`src/rtl/ddr_rd_sched_pkg.sv`:
```
// ddr_rd_sched_pkg
//   Shared types and geometry helpers for the DDR line-fetch scheduler.
//   - sched_state_e      : scheduler states (IDLE / ISSUE / WAIT_DATA / DRAIN)
//   - beats_half()       : DDR beats needed for one half-line (RGB565 pixels)
//   - half_row_words()   : words occupied by one half-line in a channel frame
//   - bursts_per_half()  : read commands per half-line
//   - last_burst_len()   : beats carried by the final (possibly short) burst
//   Default-geometry constants BEATS_HALF / HALF_ROW_WORDS are provided for
//   reference; the modules recompute them from their own parameters.
package ddr_rd_sched_pkg;

   typedef enum logic [1:0] {
      IDLE      = 2'd0,
      ISSUE     = 2'd1,
      WAIT_DATA = 2'd2,
      DRAIN     = 2'd3
   } sched_state_e;

   localparam int PIXEL_BITS     = 32'sd16;
   localparam int WORDS_PER_BEAT = 32'sd8;

   function automatic int beats_half(input int h_width, input int dq_width);
      return ((h_width / 32'sd2) * PIXEL_BITS) / (dq_width * 32'sd8);
   endfunction

   function automatic int half_row_words(input int h_width, input int dq_width);
      return ((h_width / 32'sd2) * PIXEL_BITS) / dq_width;
   endfunction

   function automatic int bursts_per_half(input int beats, input int burst_len);
      return (beats + burst_len - 32'sd1) / burst_len;
   endfunction

   // A remainder of zero means every burst, including the last, is full length.
   function automatic int last_burst_len(input int beats, input int burst_len);
      int rem;
      rem = beats % burst_len;
      return (rem == 32'sd0) ? burst_len : rem;
   endfunction

   localparam int BEATS_HALF     = beats_half(32'sd1280, 32'sd32);
   localparam int HALF_ROW_WORDS = half_row_words(32'sd1280, 32'sd32);

endpackage

```
`src/rtl/ddr_rd_addr_gen.sv`:
```
// ddr_rd_addr_gen
//   Registered read-command address/length generator. When load is high the
//   command for (bank, row, half, burst) is computed and held until the next
//   load, so the command stays stable while the DDR port back-pressures.
//   Ports:
//     clk, rst        clock, async active-high reset
//     load            capture a new command this cycle
//     bank            ping-pong frame bank
//     row             output display row 0..H_HEIGHT-1
//     half            0 = left half-line, 1 = right half-line
//     burst           burst index within the half-line
//     addr, len       registered command address (words) and beats-1
module ddr_rd_addr_gen
   import ddr_rd_sched_pkg::*;
#(
   parameter int                DQ_WIDTH     = 32,
   parameter int                H_WIDTH      = 1280,
   parameter int                H_HEIGHT     = 720,
   parameter int                ADDR_W       = 28,
   parameter int                BURST_LEN    = 16,
   parameter logic [ADDR_W-1:0] FRAME_STRIDE = 28'h0100000,
   parameter logic [ADDR_W-1:0] CH0_BASE     = 28'h0000000,
   parameter logic [ADDR_W-1:0] CH1_BASE     = 28'h0400000,
   parameter logic [ADDR_W-1:0] CH2_BASE     = 28'h0800000,
   parameter logic [ADDR_W-1:0] CH3_BASE     = 28'h0C00000
)(
   input  logic              clk,
   input  logic              rst,
   input  logic              load,
   input  logic              bank,
   input  logic [10:0]       row,
   input  logic              half,
   input  logic [7:0]        burst,
   output logic [ADDR_W-1:0] addr,
   output logic [7:0]        len
);

   localparam int                BEATS       = beats_half(H_WIDTH, DQ_WIDTH);
   localparam int                NBURST      = bursts_per_half(BEATS, BURST_LEN);
   localparam logic [ADDR_W-1:0] ROW_WORDS   = ADDR_W'(half_row_words(H_WIDTH, DQ_WIDTH));
   localparam logic [ADDR_W-1:0] BURST_WORDS = ADDR_W'(BURST_LEN * WORDS_PER_BEAT);
   localparam logic [7:0]        LEN_FULL    = 8'(BURST_LEN - 32'sd1);
   localparam logic [7:0]        LEN_LAST    = 8'(last_burst_len(BEATS, BURST_LEN) - 32'sd1);
   localparam logic [7:0]        LAST_IDX    = 8'(NBURST - 32'sd1);
   localparam logic [10:0]       HALF_H      = 11'(H_HEIGHT / 32'sd2);

   logic              bottom_s;
   logic [10:0]       src_row_s;
   logic [ADDR_W-1:0] base_s;
   logic [ADDR_W-1:0] addr_nxt_s;
   logic [7:0]        len_nxt_s;

   // Map the output row onto a quadrant channel and its local row, then form the word address
   always_comb begin
      bottom_s  = (row >= HALF_H);
      src_row_s = bottom_s ? (row - HALF_H) : row;
      case ({bottom_s, half})
         2'b00:   base_s = CH0_BASE;
         2'b01:   base_s = CH1_BASE;
         2'b10:   base_s = CH2_BASE;
         2'b11:   base_s = CH3_BASE;
         default: base_s = CH0_BASE;
      endcase
      addr_nxt_s = base_s
                 + (bank ? FRAME_STRIDE : {ADDR_W{1'b0}})
                 + (ADDR_W'(src_row_s) * ROW_WORDS)
                 + (ADDR_W'(burst) * BURST_WORDS);
      len_nxt_s  = (burst == LAST_IDX) ? LEN_LAST : LEN_FULL;
   end

   // Command register: only changes on load, so it holds through back-pressure
   always_ff @(posedge clk or posedge rst) begin
      if (rst) begin
         addr <= {ADDR_W{1'b0}};
         len  <= 8'd0;
      end else if (load) begin
         addr <= addr_nxt_s;
         len  <= len_nxt_s;
      end else begin
         addr <= addr;
         len  <= len;
      end
   end

endmodule

```
`src/rtl/ddr_rd_line_sched.sv`:
```
// ddr_rd_line_sched
//   Line-fetch scheduler for the 2x2 spliced HDMI output. Each display line
//   request issues DDR read bursts for the left half-line (channel 0 or 2)
//   and then the right half-line (channel 1 or 3) from the active ping-pong
//   frame bank, and counts returned beats to signal line completion.
//   Optional feature macro RD_SCHED_UNDERRUN_CNT_EN adds underrun_cnt, a
//   saturating count of dropped requests (cleared by rst only).
//   Ports:
//     clk, rst                       clock, async active-high reset
//     fsync, line_req, frame_sel     frame start, line request, bank select
//     rd_cmd_valid/ready/addr/len    DDR read command channel
//     rd_data_valid                  one returned beat
//     line_done                      pulse, all beats of the line returned
//     busy                           line in progress or draining
//     cur_row                        row being / next to be fetched
//     underrun                       pulse, line request dropped
//     underrun_cnt                   (RD_SCHED_UNDERRUN_CNT_EN only)
module ddr_rd_line_sched
   import ddr_rd_sched_pkg::*;
#(
   parameter int                DQ_WIDTH     = 32,
   parameter int                H_WIDTH      = 1280,
   parameter int                H_HEIGHT     = 720,
   parameter int                ADDR_W       = 28,
   parameter int                BURST_LEN    = 16,
   parameter logic [ADDR_W-1:0] FRAME_STRIDE = 28'h0100000,
   parameter logic [ADDR_W-1:0] CH0_BASE     = 28'h0000000,
   parameter logic [ADDR_W-1:0] CH1_BASE     = 28'h0400000,
   parameter logic [ADDR_W-1:0] CH2_BASE     = 28'h0800000,
   parameter logic [ADDR_W-1:0] CH3_BASE     = 28'h0C00000
)(
   input  logic              clk,
   input  logic              rst,
   input  logic              fsync,
   input  logic              line_req,
   input  logic              frame_sel,
   output logic              rd_cmd_valid,
   input  logic              rd_cmd_ready,
   output logic [ADDR_W-1:0] rd_cmd_addr,
   output logic [7:0]        rd_cmd_len,
   input  logic              rd_data_valid,
   output logic              line_done,
   output logic              busy,
   output logic [10:0]       cur_row,
   output logic              underrun
`ifdef RD_SCHED_UNDERRUN_CNT_EN
  ,output logic [15:0]       underrun_cnt
`endif
);

   localparam int          BEATS    = beats_half(H_WIDTH, DQ_WIDTH);
   localparam int          NBURST   = bursts_per_half(BEATS, BURST_LEN);
   localparam logic [7:0]  LAST_IDX = 8'(NBURST - 32'sd1);
   localparam logic [10:0] LAST_ROW = 11'(H_HEIGHT - 32'sd1);

   sched_state_e state_r;
   logic         valid_r;
   logic         half_r;
   logic [7:0]   burst_r;
   logic         bank_r;
   logic [10:0]  row_r;
   logic         pending_r;
   logic [15:0]  outstanding_r;
   logic         line_done_r;
   logic         busy_r;
   logic         underrun_r;

   logic         fire_s;
   logic         last_cmd_s;
   logic         beat_s;
   logic         start_s;
   logic [15:0]  out_nxt_s;
   logic         gen_load_s;
   logic         gen_half_s;
   logic [7:0]   gen_burst_s;
   logic [10:0]  gen_row_s;
   logic         gen_bank_s;

   // Handshake decode and selection of the command the generator loads next
   always_comb begin
      fire_s     = valid_r & rd_cmd_ready;
      last_cmd_s = half_r & (burst_r == LAST_IDX);
      // Beats arriving with nothing outstanding are stale and ignored.
      beat_s     = rd_data_valid & (outstanding_r != 16'd0);
      out_nxt_s  = outstanding_r
                 + (fire_s ? ({8'd0, rd_cmd_len} + 16'd1) : 16'd0)
                 - (beat_s ? 16'd1 : 16'd0);
      // fsync is applied before a same-cycle request, so that request fetches line 0.
      start_s    = (state_r == IDLE) & (line_req | (pending_r & ~fsync));
      gen_row_s  = fsync ? 11'd0 : row_r;
      gen_bank_s = fsync ? frame_sel : bank_r;
      gen_load_s  = 1'b0;
      gen_half_s  = half_r;
      gen_burst_s = burst_r;
      if (start_s) begin
         gen_load_s  = 1'b1;
         gen_half_s  = 1'b0;
         gen_burst_s = 8'd0;
      end else if ((state_r == ISSUE) & fire_s & ~last_cmd_s & ~fsync) begin
         gen_load_s = 1'b1;
         if (burst_r == LAST_IDX) begin
            gen_half_s  = 1'b1;
            gen_burst_s = 8'd0;
         end else begin
            gen_burst_s = burst_r + 8'd1;
         end
      end else begin
         gen_load_s = 1'b0;
      end
   end

   ddr_rd_addr_gen #(
      .DQ_WIDTH     (DQ_WIDTH),
      .H_WIDTH      (H_WIDTH),
      .H_HEIGHT     (H_HEIGHT),
      .ADDR_W       (ADDR_W),
      .BURST_LEN    (BURST_LEN),
      .FRAME_STRIDE (FRAME_STRIDE),
      .CH0_BASE     (CH0_BASE),
      .CH1_BASE     (CH1_BASE),
      .CH2_BASE     (CH2_BASE),
      .CH3_BASE     (CH3_BASE)
   ) u_addr_gen (
      .clk   (clk),
      .rst   (rst),
      .load  (gen_load_s),
      .bank  (gen_bank_s),
      .row   (gen_row_s),
      .half  (gen_half_s),
      .burst (gen_burst_s),
      .addr  (rd_cmd_addr),
      .len   (rd_cmd_len)
   );

   // Scheduler FSM with frame bookkeeping, request queueing and registered status outputs
   always_ff @(posedge clk or posedge rst) begin
      if (rst) begin
         state_r       <= IDLE;
         valid_r       <= 1'b0;
         half_r        <= 1'b0;
         burst_r       <= 8'd0;
         bank_r        <= 1'b0;
         row_r         <= 11'd0;
         pending_r     <= 1'b0;
         outstanding_r <= 16'd0;
         line_done_r   <= 1'b0;
         busy_r        <= 1'b0;
         underrun_r    <= 1'b0;
      end else begin
         line_done_r   <= 1'b0;
         underrun_r    <= 1'b0;
         outstanding_r <= out_nxt_s;

         if (fsync) begin
            row_r  <= 11'd0;
            bank_r <= frame_sel;
         end

         // One request may wait while a line is busy; a second one is dropped.
         if (start_s) begin
            pending_r <= line_req & pending_r & ~fsync;
         end else if (line_req) begin
            if (pending_r & ~fsync) begin
               underrun_r <= 1'b1;
            end else begin
               pending_r <= 1'b1;
            end
         end else if (fsync) begin
            pending_r <= 1'b0;
         end

         case (state_r)
            IDLE: begin
               if (start_s) begin
                  state_r <= ISSUE;
                  valid_r <= 1'b1;
                  half_r  <= 1'b0;
                  burst_r <= 8'd0;
                  busy_r  <= 1'b1;
               end else begin
                  busy_r  <= 1'b0;
               end
            end
            ISSUE: begin
               if (fsync) begin
                  // A transfer in this cycle is still counted so its beats drain.
                  state_r <= DRAIN;
                  valid_r <= 1'b0;
               end else if (fire_s) begin
                  if (last_cmd_s) begin
                     state_r <= WAIT_DATA;
                     valid_r <= 1'b0;
                  end else begin
                     half_r  <= gen_half_s;
                     burst_r <= gen_burst_s;
                  end
               end
               busy_r <= 1'b1;
            end
            WAIT_DATA: begin
               if (fsync) begin
                  state_r <= DRAIN;
                  busy_r  <= 1'b1;
               end else if (beat_s && (outstanding_r == 16'd1)) begin
                  state_r     <= IDLE;
                  line_done_r <= 1'b1;
                  busy_r      <= 1'b0;
                  row_r       <= (row_r == LAST_ROW) ? 11'd0 : (row_r + 11'd1);
               end else begin
                  busy_r <= 1'b1;
               end
            end
            DRAIN: begin
               if (out_nxt_s == 16'd0) begin
                  state_r <= IDLE;
                  busy_r  <= 1'b0;
               end else begin
                  busy_r  <= 1'b1;
               end
            end
            default: begin
               state_r <= IDLE;
               valid_r <= 1'b0;
               busy_r  <= 1'b0;
            end
         endcase
      end
   end

`ifdef RD_SCHED_UNDERRUN_CNT_EN
   logic [15:0] underrun_cnt_r;

   // Saturating count of dropped line requests
   always_ff @(posedge clk or posedge rst) begin
      if (rst) begin
         underrun_cnt_r <= 16'd0;
      end else if (underrun_r && (underrun_cnt_r != 16'hFFFF)) begin
         underrun_cnt_r <= underrun_cnt_r + 16'd1;
      end else begin
         underrun_cnt_r <= underrun_cnt_r;
      end
   end

   assign underrun_cnt = underrun_cnt_r;
`endif

   assign rd_cmd_valid = valid_r;
   assign line_done    = line_done_r;
   assign busy         = busy_r;
   assign cur_row      = row_r;
   assign underrun     = underrun_r;

endmodule

```
`config.mk`:
```
export PLATFORM = sky130hd
export DESIGN_NAME = ddr_rd_line_sched
export DESIGN_NICKNAME = d
export VERILOG_FILES = /design/src/rtl/ddr_rd_sched_pkg.sv /design/src/rtl/ddr_rd_addr_gen.sv /design/src/rtl/ddr_rd_line_sched.sv
export SDC_FILE = /design/constraint.sdc
export NUM_CORES = 1
export LEC_CHECK = 0
export BUFFER_PORTS_ARGS = -buffer_cell sky130_fd_sc_hd__buf_2
export CAP_MARGIN = 20
export CORE_MARGIN = 10
export CORE_UTILIZATION = 65
export CTS_CLUSTER_SIZE = 30
export DETAILED_ROUTE_END_ITERATION = 8
export PLACE_DENSITY_LB_ADDON = 0.15
export SLEW_MARGIN = 20
export SYNTH_ARGS = -nofsm -noshare
export SYNTH_HDL_FRONTEND = slang
export SYNTH_HIERARCHICAL = 1
export SYNTH_SLANG_ARGS = --single-unit
export TNS_END_PERCENT = 1
```
`constraint.sdc`:
```
create_clock -name clk -period 9.59 [get_ports clk]
set_clock_uncertainty 0.2 [all_clocks]
set_input_delay 0.959 -clock clk [delete_from_list [all_inputs] [get_ports clk]]
set_output_delay 0.959 -clock clk [all_outputs]
set_load 0.02 [all_outputs]
```
# Yosys cells after proc, flatten, opt, wreduce, memory -nomap -nowiden

Cells that the tools add are included.

Register bits: 80
Bits of input ports: 7
Output and inout bits: 51
Logic and storage cells: 125

$add $sub $neg: 9
$mul: 1
Magnitude comparators: 1
Eq/ne operators: 19
Muxes and demuxes: 58
Bitwise logic cells: 13
Reductions and logical operators: 11

Operator list:

| operator                | count |
|---|---|
| $pmux W28 S4            | 1 |
| $mux W11                | 6 |
| $mux W8                 | 7 |
| $mux W1                 | 29 |
| $add A28 B15 Y28        | 1 |
| $add A28 B20 Y28        | 1 |
| $add A28 B28 Y28        | 1 |
| $mux W21                | 1 |
| $add A16 B9 Y16         | 1 |
| $eq A16 B1 Y1 const B   | 1 |
| $eq A8 B2 Y1 const B    | 2 |
| $logic_not A16 Y1       | 1 |
| $pmux W8 S2             | 1 |
| $reduce_bool A16 Y1     | 1 |
| $sub A16 B1 Y16         | 1 |
| $mul A11 B3 Y14 const B | 1 |
| $mux W2                 | 7 |
| $ne A3 B3 Y1 const B    | 4 |
| $add A11 B1 Y11 const B | 1 |
| $eq A11 B10 Y1 const B  | 1 |
| $ge A11 B9 Y1 const B   | 1 |
| $sub A11 B9 Y11 const B | 1 |
| $and A1 B1 Y1           | 10 |
| $ne A2 B2 Y1 const B    | 5 |
| 18 further kinds        | 26 |

# Logic depth before layout (Yosys ltp)

Depth in word-level cells: 12
Mapped depth: 24
Mapped depth without buffers: 22

# By module

The synthesis kept the hierarchy.

Modules (own cells, without submodules):

| module            | instances | cells each | area each (µm²) | sequential area each (µm²) |
|---|---|---|---|---|
| ddr_rd_line_sched | 1         | 394        | 3,253.1         | 1,101.1 |
| ddr_rd_addr_gen   | 1         | 233        | 2,099.5         | 500.5 |

# Worst setup path after synthesis

Ideal clock, no wire load.

Kind: input-to-reg
Start point: input port fsync
End point: register u_addr_gen.addr[18]
Library setup time: 0.125 ns
Arrival time: 5.352 ns
Data required time: 9.265 ns
Setup slack: 3.913 ns
Cell stages on the path: 23
Path buffers: 2
Cells stage by stage: clkbuf_1 > clkbuf_1 > nor2b_1 > or4b_1 > nor3_2 > o31ai_2 > and2_2 > nor2_1 > xor2_1 > ha_1 > ha_1 > o21ai_0 > o21bai_1 > and2_1 > nor2_1 > xnor2_1 > ha_1 > o21a_1 > nor2_1 > a21oi_1 > nor4bb_1 > xor2_1 > mux2_2

Longest elaborated chain between the ends: 6
Elaborated cells between the ends (all ways): 16
Classes of those cells: add/sub: 3; mul: 1; order compare: 1; mux: 6; bitwise: 5

Ends and longest elaborated chain:

| element                                                 | RTL line                                     | text |
|---|---|---|
| from (decl)                                             | ddr_rd_line_sched.sv:34                      | `input logic fsync,` |
| $mux W11 *                                              | ddr_rd_line_sched.sv:90                      | `gen_row_s = fsync ? 11'd0 : row_r;` |
| named net gen_row_s[2]                                  | ddr_rd_line_sched.sv:76                      | `logic [10:0] gen_row_s;` |
| $sub A11 B9 Y11 / $ge A11 B9 Y1 (equally long branches) | ddr_rd_addr_gen.sv:56, ddr_rd_addr_gen.sv:55 |  |
| $mux W11 *                                              | ddr_rd_addr_gen.sv:56                        | `src_row_s = bottom_s ? (row - HALF_H) : row;` |
| $mul A11 B3 Y14 *                                       | ddr_rd_addr_gen.sv:66                        | `+ (ADDR_W'(src_row_s) * ROW_WORDS)` |
| $add A28 B20 Y28 *                                      | ddr_rd_addr_gen.sv:66                        |  |
| $add A28 B15 Y28 *                                      | ddr_rd_addr_gen.sv:67                        | `+ (ADDR_W'(burst) * BURST_WORDS);` |
| to (signal assigned)                                    | ddr_rd_addr_gen.sv:74                        | `addr <= {ADDR_W{1'b0}};` |
| to (signal assigned)                                    | ddr_rd_addr_gen.sv:77                        | `addr <= addr_nxt_s;` |
| to (signal assigned)                                    | ddr_rd_addr_gen.sv:80                        | `addr <= addr;` |
| to (decl)                                               | ddr_rd_addr_gen.sv:34                        | `output logic [ADDR_W-1:0] addr,` |

Mark *: on every way through the listed nets, which the timed path passes. The rest lies on a longest branch.
A chain may end at the register's enable or synchronous reset.

# Worst setup path in the final report

Ends and elaborated chain as after synthesis.

==> results.ini <==
[status]
outcome=complete, no violations

[setup_path]
startpoint_type=primary input
cp-startpoint=fsync
end_kind=flip-flop
r2r-start=cur_row[3]$_DFF_PP0_
critPathKind=primary input to flip-flop
r2r_cells=21
cp.required_ps=9620
cp_max_fo=21
r2r-end=u_addr_gen/addr[18]$_DFFE_PP0P_
regToRegSetupSlack_ps=4340
cp.arrival_ps=5710
endpoint=u_addr_gen/addr[18]$_DFFE_PP0P_

[power]
peakVddDrop_mv=0.1589
leakage_nw=2.843
power_density_nw_per_um2=238.4

[place]
portBuffers=43
gp_congestion=0.8550
place_hpwl_mm=9.185

[routing]
drt_first_pass_iters=5
wl_mm=11.98
ant_nets=0
vias_per_cell=5.777
drc=0
wl_per_cell_um=15.64
vias=4425
drtIter0Drc=256

[floorplan]
io_pins=58
dieArea_um2=12260
initial_core_util_pct=65.81
core_area_um2=8134
die_y_um=110.7
die_x_um=110.7
rows=33

[clock_tree]
post-cts-setup-buffers=0
ctsHtreeMaxLevel=3
clock_path_buffers=2
hold_buffers=0
clk_pin_slew_ps=80
ctsResizeCount=0
cts_tree=built
cts-root-buf=clkbuf_8
numCtsBuffers=9
cts_sinks=64
clock_latency_ps=340

[final_layout]
fillerInstances=668
diodes=0
regArea_um2=1602
fin_nets=723
multi_input_area_um2=3387
layout-drive-gt1-share_pct=13.01
fin_util_pct=70.10
area_growth_pct=6.522

[synth]
syn_area_per_cell_um2=8.537
synth-main-ff-cell=dfrtp_1
yosysSeqAreaShare_pct=29.92
yosysTopAreaCell=dfrtp_1
yosysWarningCount=6
syn_area_um2=5353
yosysUniqueCellTypes=63
synth_async_sr_flop_share_pct=100.0
ys_seq_elements=64
synth-edff-count=0
post-synth-top-area-fraction_pct=29.92
synthTopCellsByArea=dfrtp_1 (30%), ha_1 (13%), nor2_1 (5.0%)
synth_cells=627

[timing]
tightestPinTransition_ps=953.1
rsz0062_at_grt=no
setup_tns_ps=0
slew_violations=0
fmax_mhz=176.1
hold_viol=0
setup_viol=0
period_share_pct=59.23
period_minus_slack_ps=5680
slew_headroom_pct=36.37

[global_route]
antenna_found_initial=0
grt_pass1_vias=4338
grt_max_degree=45
grt_pass1_wl_mm=20.73
grt_overflow=0
grt_use_total_pct=19.52

[min_path]
hold_path.class=flip-flop to flip-flop

[flow_run]
cap_violations=0

-- worst max-delay path: stages --
cell and delay, ps:
buf_2 340, nor2b_1 140, or4b_1 570, nor3_2 140, o31ai_2 140, and2_2 280
nor2_1 130, xor2_1 250, ha_1 280, ha_1 260, a211oi_1 280, o21bai_1 160
and2_1 200, nor2_1 120, xnor2_1 90, ha_1 310, o21a_1 140, nor2_1 40
a21oi_1 150, nor4bb_1 360, xor2_1 100, mux2_2 270
-- state kept, by name (all words and copies together), names as in the netlist --
name / flops
u_addr_gen/addr: 18
cur_row: 11
state_r: 2
line_done: 1
outstanding_r: 16
u_addr_gen/len: 2
bank_r: 1
busy: 1
pending_r: 1
rd_cmd_valid: 1
burst_r: 8
half_r: 1
underrun: 1
-- power by group --
group	switching, mW	internal, mW	total [mW]
combinational	0.478	0.306	0.784
clock	0.116	0.0936	0.210
sequential	0.0338	0.332	0.366
total	0.628	0.732	1.36
-- metrics by stage --
step | cells | worst slack, ps | power [mW] | area [µm²] | hold slack (ps)
after global routing | 766 | 3579 | 1.477 | 5702 | 318.2
after CTS | 766 | 3977 | 1.355 | 5702 | 304.5
after global placement | 750 | 3907 | 1.113 | 5530 | 278.1
after detailed placement | 750 | 3652 | 1.142 | 5530 | 290.1
final | 766 | 3910 | 1.359 | 5702 | 303.2
after floorplan | 640 | 3913 | 0.9804 | 5401 | 268.1
-- cell families after synthesis --
| group | Yosys count | synth area share, % |
|---|---|---|
| other | 1 | 0.07006 |
| adder cells (fa/ha/maj) | 61 | 14.63 |
| flip-flops | 64 | 29.92 |
| multiplexers | 14 | 2.899 |
| AO/OA/AOI/OAI | 133 | 15.76 |
| buffers and inverters | 89 | 7.761 |
| XOR/XNOR | 48 | 7.995 |
| AND/OR/NAND/NOR | 217 | 20.97 |
-- worst min-delay path by stage --
stage               depth (start not counted)  slack (ps)                            start                         endpoint
floorplan                                   1         270                 bank_r$_DFF_PP0_                 bank_r$_DFF_PP0_
global placement                            1         280  u_addr_gen/addr[21]$_DFFE_PP0P_  u_addr_gen/addr[21]$_DFFE_PP0P_
detailed placement                          1         290  u_addr_gen/addr[21]$_DFFE_PP0P_  u_addr_gen/addr[21]$_DFFE_PP0P_
CTS                                         1         300  u_addr_gen/addr[21]$_DFFE_PP0P_  u_addr_gen/addr[21]$_DFFE_PP0P_
global route                                1         320  u_addr_gen/addr[12]$_DFFE_PP0P_  u_addr_gen/addr[12]$_DFFE_PP0P_
finish                                      1         300  u_addr_gen/addr[21]$_DFFE_PP0P_  u_addr_gen/addr[21]$_DFFE_PP0P_
-- cells in the mapped netlist (3+ instances only) --
cell	n
nor2_1	71
dfrtp_1	64
ha_1	57
inv_1	50
a21oi_1	44
nand2_1	37
xnor2_1	27
nor2b_1	21
xor2_1	20
clkbuf_1	19
o21ai_0	19
buf_4	18
nand3_1	17
o21ai_1	15
mux2_2	12
nand2b_1	10
and3_1	9
and2_1	8
a31oi_1	7
nor3_1	7
o21a_1	7
o31ai_1	7
nor4_1	6
a211oi_1	5
nand4_1	5
o21bai_1	5
or3_1	5
a21o_1	4
or4b_1	4
fa_1	3
nor4b_1	3
o22ai_1	3
-- cell type report --
type,count,area share (%)
multi-input cells,487,59.40
clock buffers,9,2.172
inverters,50,3.292
well taps,105,2.304
clock inverters,7,0.8339
flip-flops and latches,64,28.09
repair buffers,44,3.906
-- per-layer routing --
layer  wire length [µm]  track usage (%)  part of all wire [%]  vias to the layer above
li1                   -                -                     -                     2197
met1               5759            26.34                    48                     2122
met2               5539            31.05                    46                       93
met3                577            4.600                   4.8                       13
met4                107            3.993                  0.89                        0
met5                  0                0                     0                        -
-- placed cells by master, fill, tap and decap left out, types with 3 or more instances in the layout --
| cell | n |
|---|---|
| mux2_2 | 12 |
| and3_1 | 9 |
| nand3_1 | 17 |
| o21ai_1 | 15 |
| inv_1 | 49 |
| nor2b_1 | 21 |
| dfrtp_1 | 64 |
| a31oi_1 | 7 |
| buf_2 | 43 |
| o21bai_1 | 5 |
| nor4_1 | 6 |
| ha_1 | 57 |
| a211oi_1 | 5 |
| nor3_1 | 7 |
| o31ai_1 | 7 |
| o21a_1 | 7 |
| o22ai_1 | 3 |
| xor2_1 | 20 |
| o21ai_0 | 19 |
| nand2b_1 | 10 |
| xnor2_1 | 27 |
| nor4b_1 | 3 |
| a21oi_1 | 44 |
| a21o_1 | 4 |
| conb_1 | 14 |
| nand2_1 | 37 |
| fa_1 | 3 |
| and2_1 | 8 |
| nand4_1 | 5 |
| or3_1 | 5 |
| nor2_1 | 70 |
| or4b_1 | 4 |
| clkbuf_8 | 9 |
| clkinv_2 | 3 |
Note: power is estimated with default switching activity, not from simulation.
